### src/rtl/dequant_pkg.sv
// Shared constants and helpers for the 8-bit dequantizer.
// Provides pixel width, shifted width and saturation bounds.
package dequant_pkg;

  localparam int PIX_W = 8;

  function automatic int w1(input int shift);
    return PIX_W + 1 + ((shift > 0) ? shift : 0);
  endfunction

  function automatic longint sat_max(input int w);
    return (longint'(1) <<< (w - 1)) - 1;
  endfunction

  function automatic longint sat_min(input int w);
    return -(longint'(1) <<< (w - 1));
  endfunction

endpackage

### src/rtl/dequant_lane.sv
// One lane: sign-extend and scale by 2^SHIFT, optional bias,
// saturate to OUT_W. Bias port only with DEQUANT_BIAS_EN.
module dequant_lane
  import dequant_pkg::*;
#(
  parameter int SHIFT = 2,
  parameter int OUT_W = 16
) (
  input  logic             clock,
  input  logic             reset,
  input  logic             ld1_i,
  input  logic             ld2_i,
  input  logic [PIX_W-1:0] pix_i,
`ifdef DEQUANT_BIAS_EN
  input  logic [OUT_W-1:0] bias_i,
`endif
  output logic [OUT_W-1:0] val_o,
  output logic             sat_o
);

  localparam int W1 = w1(SHIFT);
  localparam int WS = ((W1 > OUT_W) ? W1 : OUT_W) + 1;
  localparam logic signed [WS-1:0] MAXV = WS'(sat_max(OUT_W));
  localparam logic signed [WS-1:0] MINV = WS'(sat_min(OUT_W));

  logic signed [W1-1:0] ext;
  logic signed [W1-1:0] sh_d;
  logic signed [W1-1:0] sh_q;
  logic signed [WS-1:0] sum;
  logic [OUT_W-1:0]     val_d;
  logic [OUT_W-1:0]     val_q;
  logic                 hi;
  logic                 lo;

  assign ext = W1'($signed(pix_i));

  if (SHIFT > 0) begin : g_shl
    assign sh_d = ext <<< SHIFT;
  end else if (SHIFT < 0) begin : g_shr
    assign sh_d = ext >>> (-SHIFT);
  end else begin : g_pass
    assign sh_d = ext;
  end

  // Stage 1: hold the scaled lane value
  always_ff @(posedge clock) begin
    if (reset) sh_q <= '0;
    else if (ld1_i) sh_q <= sh_d;
  end

`ifdef DEQUANT_BIAS_EN
  assign sum = WS'(sh_q) + WS'($signed(bias_i));
`else
  assign sum = WS'(sh_q);
`endif

  assign hi = sum > MAXV;
  assign lo = sum < MINV;

  // Clamp to the output range
  always_comb begin
    val_d = sum[OUT_W-1:0];
    if (hi) val_d = MAXV[OUT_W-1:0];
    else if (lo) val_d = MINV[OUT_W-1:0];
  end

  // Stage 2: hold the saturated lane result
  always_ff @(posedge clock) begin
    if (reset) val_q <= '0;
    else if (ld2_i) val_q <= val_d;
  end

  assign val_o = val_q;
  assign sat_o = hi | lo;

endmodule

### src/rtl/dequantize_8bit.sv
// Widen SIZE signed 8-bit lanes to OUT_W bits with 2^SHIFT scale.
// 2-stage elastic pipe; DEQUANT_BIAS_EN adds a per-lane bias input.
module dequantize_8bit
  import dequant_pkg::*;
#(
  parameter int SHIFT     = 2,
  parameter int SIZE      = 4,
  parameter int OUT_W     = 16,
  parameter int FRAME_LEN = 64
) (
  input  logic                  clock,
  input  logic                  reset,
  input  logic [PIX_W*SIZE-1:0] pixel_in,
`ifdef DEQUANT_BIAS_EN
  input  logic [OUT_W*SIZE-1:0] bias_in,
`endif
  input  logic                  in_valid,
  output logic                  in_ready,
  output logic [OUT_W*SIZE-1:0] pixel_out,
  output logic                  out_valid,
  input  logic                  out_ready,
  output logic                  out_last,
  output logic                  sat_flag
);

  localparam int CW = (FRAME_LEN > 1) ? $clog2(FRAME_LEN) : 1;
  localparam logic [CW-1:0] LAST = CW'(FRAME_LEN - 1);

  logic            s1_v_q;
  logic            s2_v_q;
  logic            sat_q;
  logic [CW-1:0]   cnt_q;
  logic [CW-1:0]   cnt_d;
  logic            en1;
  logic            en2;
  logic            ld1;
  logic            ld2;
  logic            xfer;
  logic            at_last;
  logic [SIZE-1:0] lane_sat;

  assign en2  = !s2_v_q || out_ready;
  assign en1  = !s1_v_q || en2;
  assign ld1  = en1 && in_valid;
  assign ld2  = en2 && s1_v_q;
  assign xfer = s2_v_q && out_ready;

  assign at_last = cnt_q == LAST;
  assign cnt_d   = at_last ? '0 : cnt_q + 1'b1;

  for (genvar i = 0; i < SIZE; i++) begin : g_lane
    dequant_lane #(
      .SHIFT (SHIFT),
      .OUT_W (OUT_W)
    ) u_lane (
      .clock (clock),
      .reset (reset),
      .ld1_i (ld1),
      .ld2_i (ld2),
      .pix_i (pixel_in[PIX_W*i +: PIX_W]),
`ifdef DEQUANT_BIAS_EN
      .bias_i(bias_in[OUT_W*i +: OUT_W]),
`endif
      .val_o (pixel_out[OUT_W*i +: OUT_W]),
      .sat_o (lane_sat[i])
    );
  end

  // Stage valids advance when the next stage can take them
  always_ff @(posedge clock) begin
    if (reset) begin
      s1_v_q <= 1'b0;
      s2_v_q <= 1'b0;
    end else begin
      if (en1) s1_v_q <= in_valid;
      if (en2) s2_v_q <= s1_v_q;
    end
  end

  // Beat position within the frame, stepped per output transfer
  always_ff @(posedge clock) begin
    if (reset) cnt_q <= '0;
    else if (xfer) cnt_q <= cnt_d;
  end

  // Sticky saturation seen on any beat entering stage 2
  always_ff @(posedge clock) begin
    if (reset) sat_q <= 1'b0;
    else if (ld2 && |lane_sat) sat_q <= 1'b1;
  end

  assign in_ready  = en1;
  assign out_valid = s2_v_q;
  assign out_last  = s2_v_q && at_last;
  assign sat_flag  = sat_q;

endmodule
### config.mk
export PLATFORM = sky130hd
export DESIGN_NAME = dequantize_8bit
export DESIGN_NICKNAME = d
export VERILOG_FILES = /design/src/rtl/dequant_pkg.sv /design/src/rtl/dequant_lane.sv /design/src/rtl/dequantize_8bit.sv
export SDC_FILE = /design/constraint.sdc
export NUM_CORES = 1
export LEC_CHECK = 0
export CAP_MARGIN = 20
export CORE_MARGIN = 4
export CORE_UTILIZATION = 45
export DETAILED_ROUTE_END_ITERATION = 8
export HOLD_SLACK_MARGIN = 0.05
export PLACE_DENSITY = 0.79
export SYNTH_ARGS = -nofsm -noshare
export SYNTH_HDL_FRONTEND = slang
export SYNTH_SLANG_ARGS = --single-unit
### constraint.sdc
create_clock -name clock -period 2.7 [get_ports clock]
set_input_delay 0.54 -clock clock [delete_from_list [all_inputs] [get_ports clock]]
set_output_delay 0.54 -clock clock [all_outputs]
set_load 0.01 [all_outputs]
; ---- After elaboration in Yosys (flattened, before gate mapping)
; Cells that the tools add are included.
[op_classes]
add_sub_neg = 1
n_lt_le_gt_ge = 8
eq_ne = 1
n_mux = 9
bitwise = 4
reduce_logical = 10
[ops]
columns = cell, count
row1 = $mux 16, 8
row2 = $gt 10x16->1 const B, 4
row3 = $lt 10x16->1 const B, 4
row4 = $add 6x1->6 const B, 1
row5 = $eq 6x6->1 const B, 1
row6 = $mux 6, 1
row7 = $logic_and 1x1->1, 5
row8 = $or 1x1->1, 4
row9 = $reduce_or 4->1, 1
row10 = $logic_not 1->1, 2
row11 = $logic_or 1x1->1, 2
[word_totals]
regBits = 105
out_inout_bits = 68
wordCells = 45

; ---- Logic depth before layout (Yosys ltp)
[depth]
word_depth = 4
depth_mapped = 7
depth_no_buf = 4

; ---- By module
; A second synthesis with hierarchy kept.
[hier_totals]
hier_cells = 300
area_unflattened_um2 = 3017.9
[modules_own_cells]
columns = module, n_inst, cells_each, area_each_um2, seq_area_each_um2
row1 = dequant_lane, 4, 62, 650.6, 320.3
row2 = dequantize_8bit, 1, 52, 415.4, 180.2

; ---- Least setup slack after synthesis
; Ideal clock, no wire load.
[synth_path]
path_type = input port to output port
from = in out_ready
to = out in_ready
arrival_ns = 1.075
path_slack_ns = 1.085
cell_stages = 4
path_buffers = 2
path_cell_list = and3b_1 buf_2 inv_2 buf_6
[synth_via]
elab_chain_len = 2
[synth_lines]
columns = element, line
row1 = start: declaration, dequantize_8bit.sv:21  ; input logic out_ready,
row2 = $logic_or 1x1->1, dequantize_8bit.sv:42  ; assign en2 = !s2_v_q || out_ready;
row3 = $logic_or 1x1->1, dequantize_8bit.sv:43  ; assign en1 = !s1_v_q || en2;
row4 = end: declaration, dequantize_8bit.sv:18  ; output logic in_ready,
; No other way between the ends.

; ---- Final worst setup path
; Ends and elaborated chain as after synthesis.

==> results.ini <==
[run_status]
status = finished clean

[clocking]
cts_num_sinks = 72
cts.reportedPaths.clkPinSlew_ns = 0.07
cts_setup_buffers = 0
h-tree-depth = 3
holdBufCountCts = 0
clk_latency_ns = 0.33
cts_tree = built
cts_buffers = 9
cts_resized = 0
cts-root-buf = clkbuf_8
cts_buffer_depth = 2

[timing]
timing.final.ws_setup_ns = 0.293
clock.fmax_mhz = 415
finalSetupViolations = 0
fin_tns_setup_ns = 0
min_period_ns = 2.41
fin_skew_ns = 0.00737
relSlewSlack = 0.356
finalHoldViolCount = 0
final_max_slew_viol_count = 0
post-route-period-util = 0.891
worstMarginPinSlew_ns = 0.966
rsz0062_at_grt = no

[place]
gp_congestion = 0.793
dpl.cell_count = 491
postPlaceCellArea_um2 = 3760
pre_cts_slack_ns = 0.299
dp.final_hpwl_um = 4900
port_buffers = 94

[worst_hold_path]
min_to = g_lane[3].u_lane.val_o[14]$_SDFFE_PP0P_
min-delay-start = g_lane[3].u_lane.sh_q[9]$_SDFFE_PP0P_
hold_class = reg2reg
hold_depth = 2

[drt]
postRouteAntennaNets = 0
drtPass1Iterations = 4
drc = 0
drtIter0Drc = 178
wl_met1_um = 3250
routed_via_density = 5.50
wl_met2_um = 3710
wl_per_cell_um = 15.1
vias = 2771
routed_wl_um = 7610
met3_length_um = 587
top_layer = met4

[setup_path]
endpoint_kind = primary output
r2r_end = g_lane[3].u_lane.val_o[7]$_SDFFE_PP0P_
startpoint_type = input port
r2r_cells = 3
regToRegSetupSlack_ns = 0.99
crit_path_max_fanout = 2
rr_startpoint = out_valid$_SDFFE_PP0P_
arrival_ns = 1.87
required_ns = 2.16
critPathKind = in2out

[floorplanning]
die_x_um = 90.1
start_util = 0.470
dieArea_um2 = 8120
die_h_um = 90.1
io_pins = 104
num_rows = 29
coreArea_um2 = 6460

[synthesis]
synthFlopType = dfxtp_1
ys_ff_latch = 72
post_synth_num_cell_types = 28
yosysSeqAreaShare = 0.475
synth_edf_count = 0
synth_area_um2 = 3040
avgSynthCellArea_um2 = 8.16
postSynthCellCount = 372
async_reset_ff_frac = 0
yosys_warnings = 0

[cells_and_area]
antenna_cells = 0
fin_cells = 504
final_nets = 462
drive_above_1_share = 0.0562
syn_to_final_growth_pct = 29.3
design_area_um2 = 3920
mostFrequentLayoutCell = clkdlybuf4s50_1
multi_input_comb_area_um2 = 1190
fill_cells = 592
seq_area_um2 = 1440
final_cell_mix = 93 x clkdlybuf4s50_1, 72 x dfxtp_1, 71 x a21oi_1

[global_routing]
antenna_found_initial = 0
grt-ovfl-total = 0
grt_usage = 0.185
first_global_vias = 2606
grt_max_degree = 38
grt_pass1_wl_um = 12500

[power_and_ir_drop]
power.density_nw_per_um2 = 530
p_leak_nw = 1.35
irDropWorstVdd_mv = 0.326

[job]
cap_violations = 0

[power breakdown]
| group | switching (W) | total (W) | internal, W |
|---|---|---|---|
| clock network | 0.000355 | 0.000722 | 0.000368 |
| logic | 0.000118 | 0.000233 | 0.000115 |
| registers | 0.0000221 | 0.00112 | 0.00110 |
[cell usage after synthesis (3+ instances only)]
library cell  instances  share of area
clkbuf_2              3         0.0049
buf_2                 4         0.0066
buf_4                33          0.082
clkbuf_1             26          0.032
a21oi_1              71           0.12
buf_6                 3          0.011
nand3_1              66           0.11
o21ai_0              66           0.11
dfxtp_1              72           0.47
inv_1                 4         0.0049
nand2_1               7         0.0087
[worst max-delay path by stage]
stage | to | slack (ns) | start | cells past startpoint
final | in_ready | 0.29 | out_ready | 4
after global routing | in_ready | 0.23 | out_ready | 4
after CTS | in_ready | 0.29 | out_ready | 4
after detailed placement | g_lane[3].u_lane.val_o[4]$_SDFFE_PP0P_ | 0.30 | out_ready | 5
after global placement | in_ready | 0.29 | out_ready | 4
after floorplan | in_ready | 1.09 | out_ready | 4
[through the flow]
stage          total power (W)   util  hold slack, ns
6_report               0.00208  0.608           0.462
5_1_grt                0.00217  0.608           0.476
4_1_cts                0.00209  0.608           0.466
3_5_place_dp           0.00138  0.583           0.455
3_3_place_gp           0.00138  0.583           0.450
2_1_floorplan          0.00128      -           0.440
[layer usage]
layer,track usage,vias to the layer above
met5,0,-
met2,0.309,116
li1,-,1368
met1,0.224,1278
met3,0.0601,9
met4,0.0638,0
[state kept, by name, indices dropped and copies added, names as in the netlist]
| register | flops |
|---|---|
| out_valid | 1 |
| s1_v_q | 1 |
| g_lane.u_lane.val_o | 32 |
| cnt_q | 6 |
| g_lane.u_lane.sh_q | 32 |
[logic make-up (layout without fill, tap and decap cells)]
logic type	Yosys count	count (layout)	share of synthesized area
AOI/OAI and AO/OA	141	141	0.237
adders and majority gates	1	1	0.00412
other	1	9	0.00124
DFF	72	72	0.475
buffers and inverters	74	121	0.143
xor gates and xnor gates	1	1	0.00289
and+or+nand+nor	82	82	0.138
[area by class of cell]
class,instances,area share
Clock inverter,1,0.00128
Tap cell,77,0.0246
Clock buffer,12,0.0395
Timing Repair Buffer,103,0.259
Multi-Input combinational cell,234,0.304
Inverter,5,0.00478
Sequential cell,72,0.367
[worst max-delay path, stage by stage]
cell and delay, ns:
clkdlybuf4s50_1 0.50, and3b_1 0.23, inv_2 0.07, clkdlybuf4s50_1 0.53
Note: power is estimated with default switching activity, not from simulation.
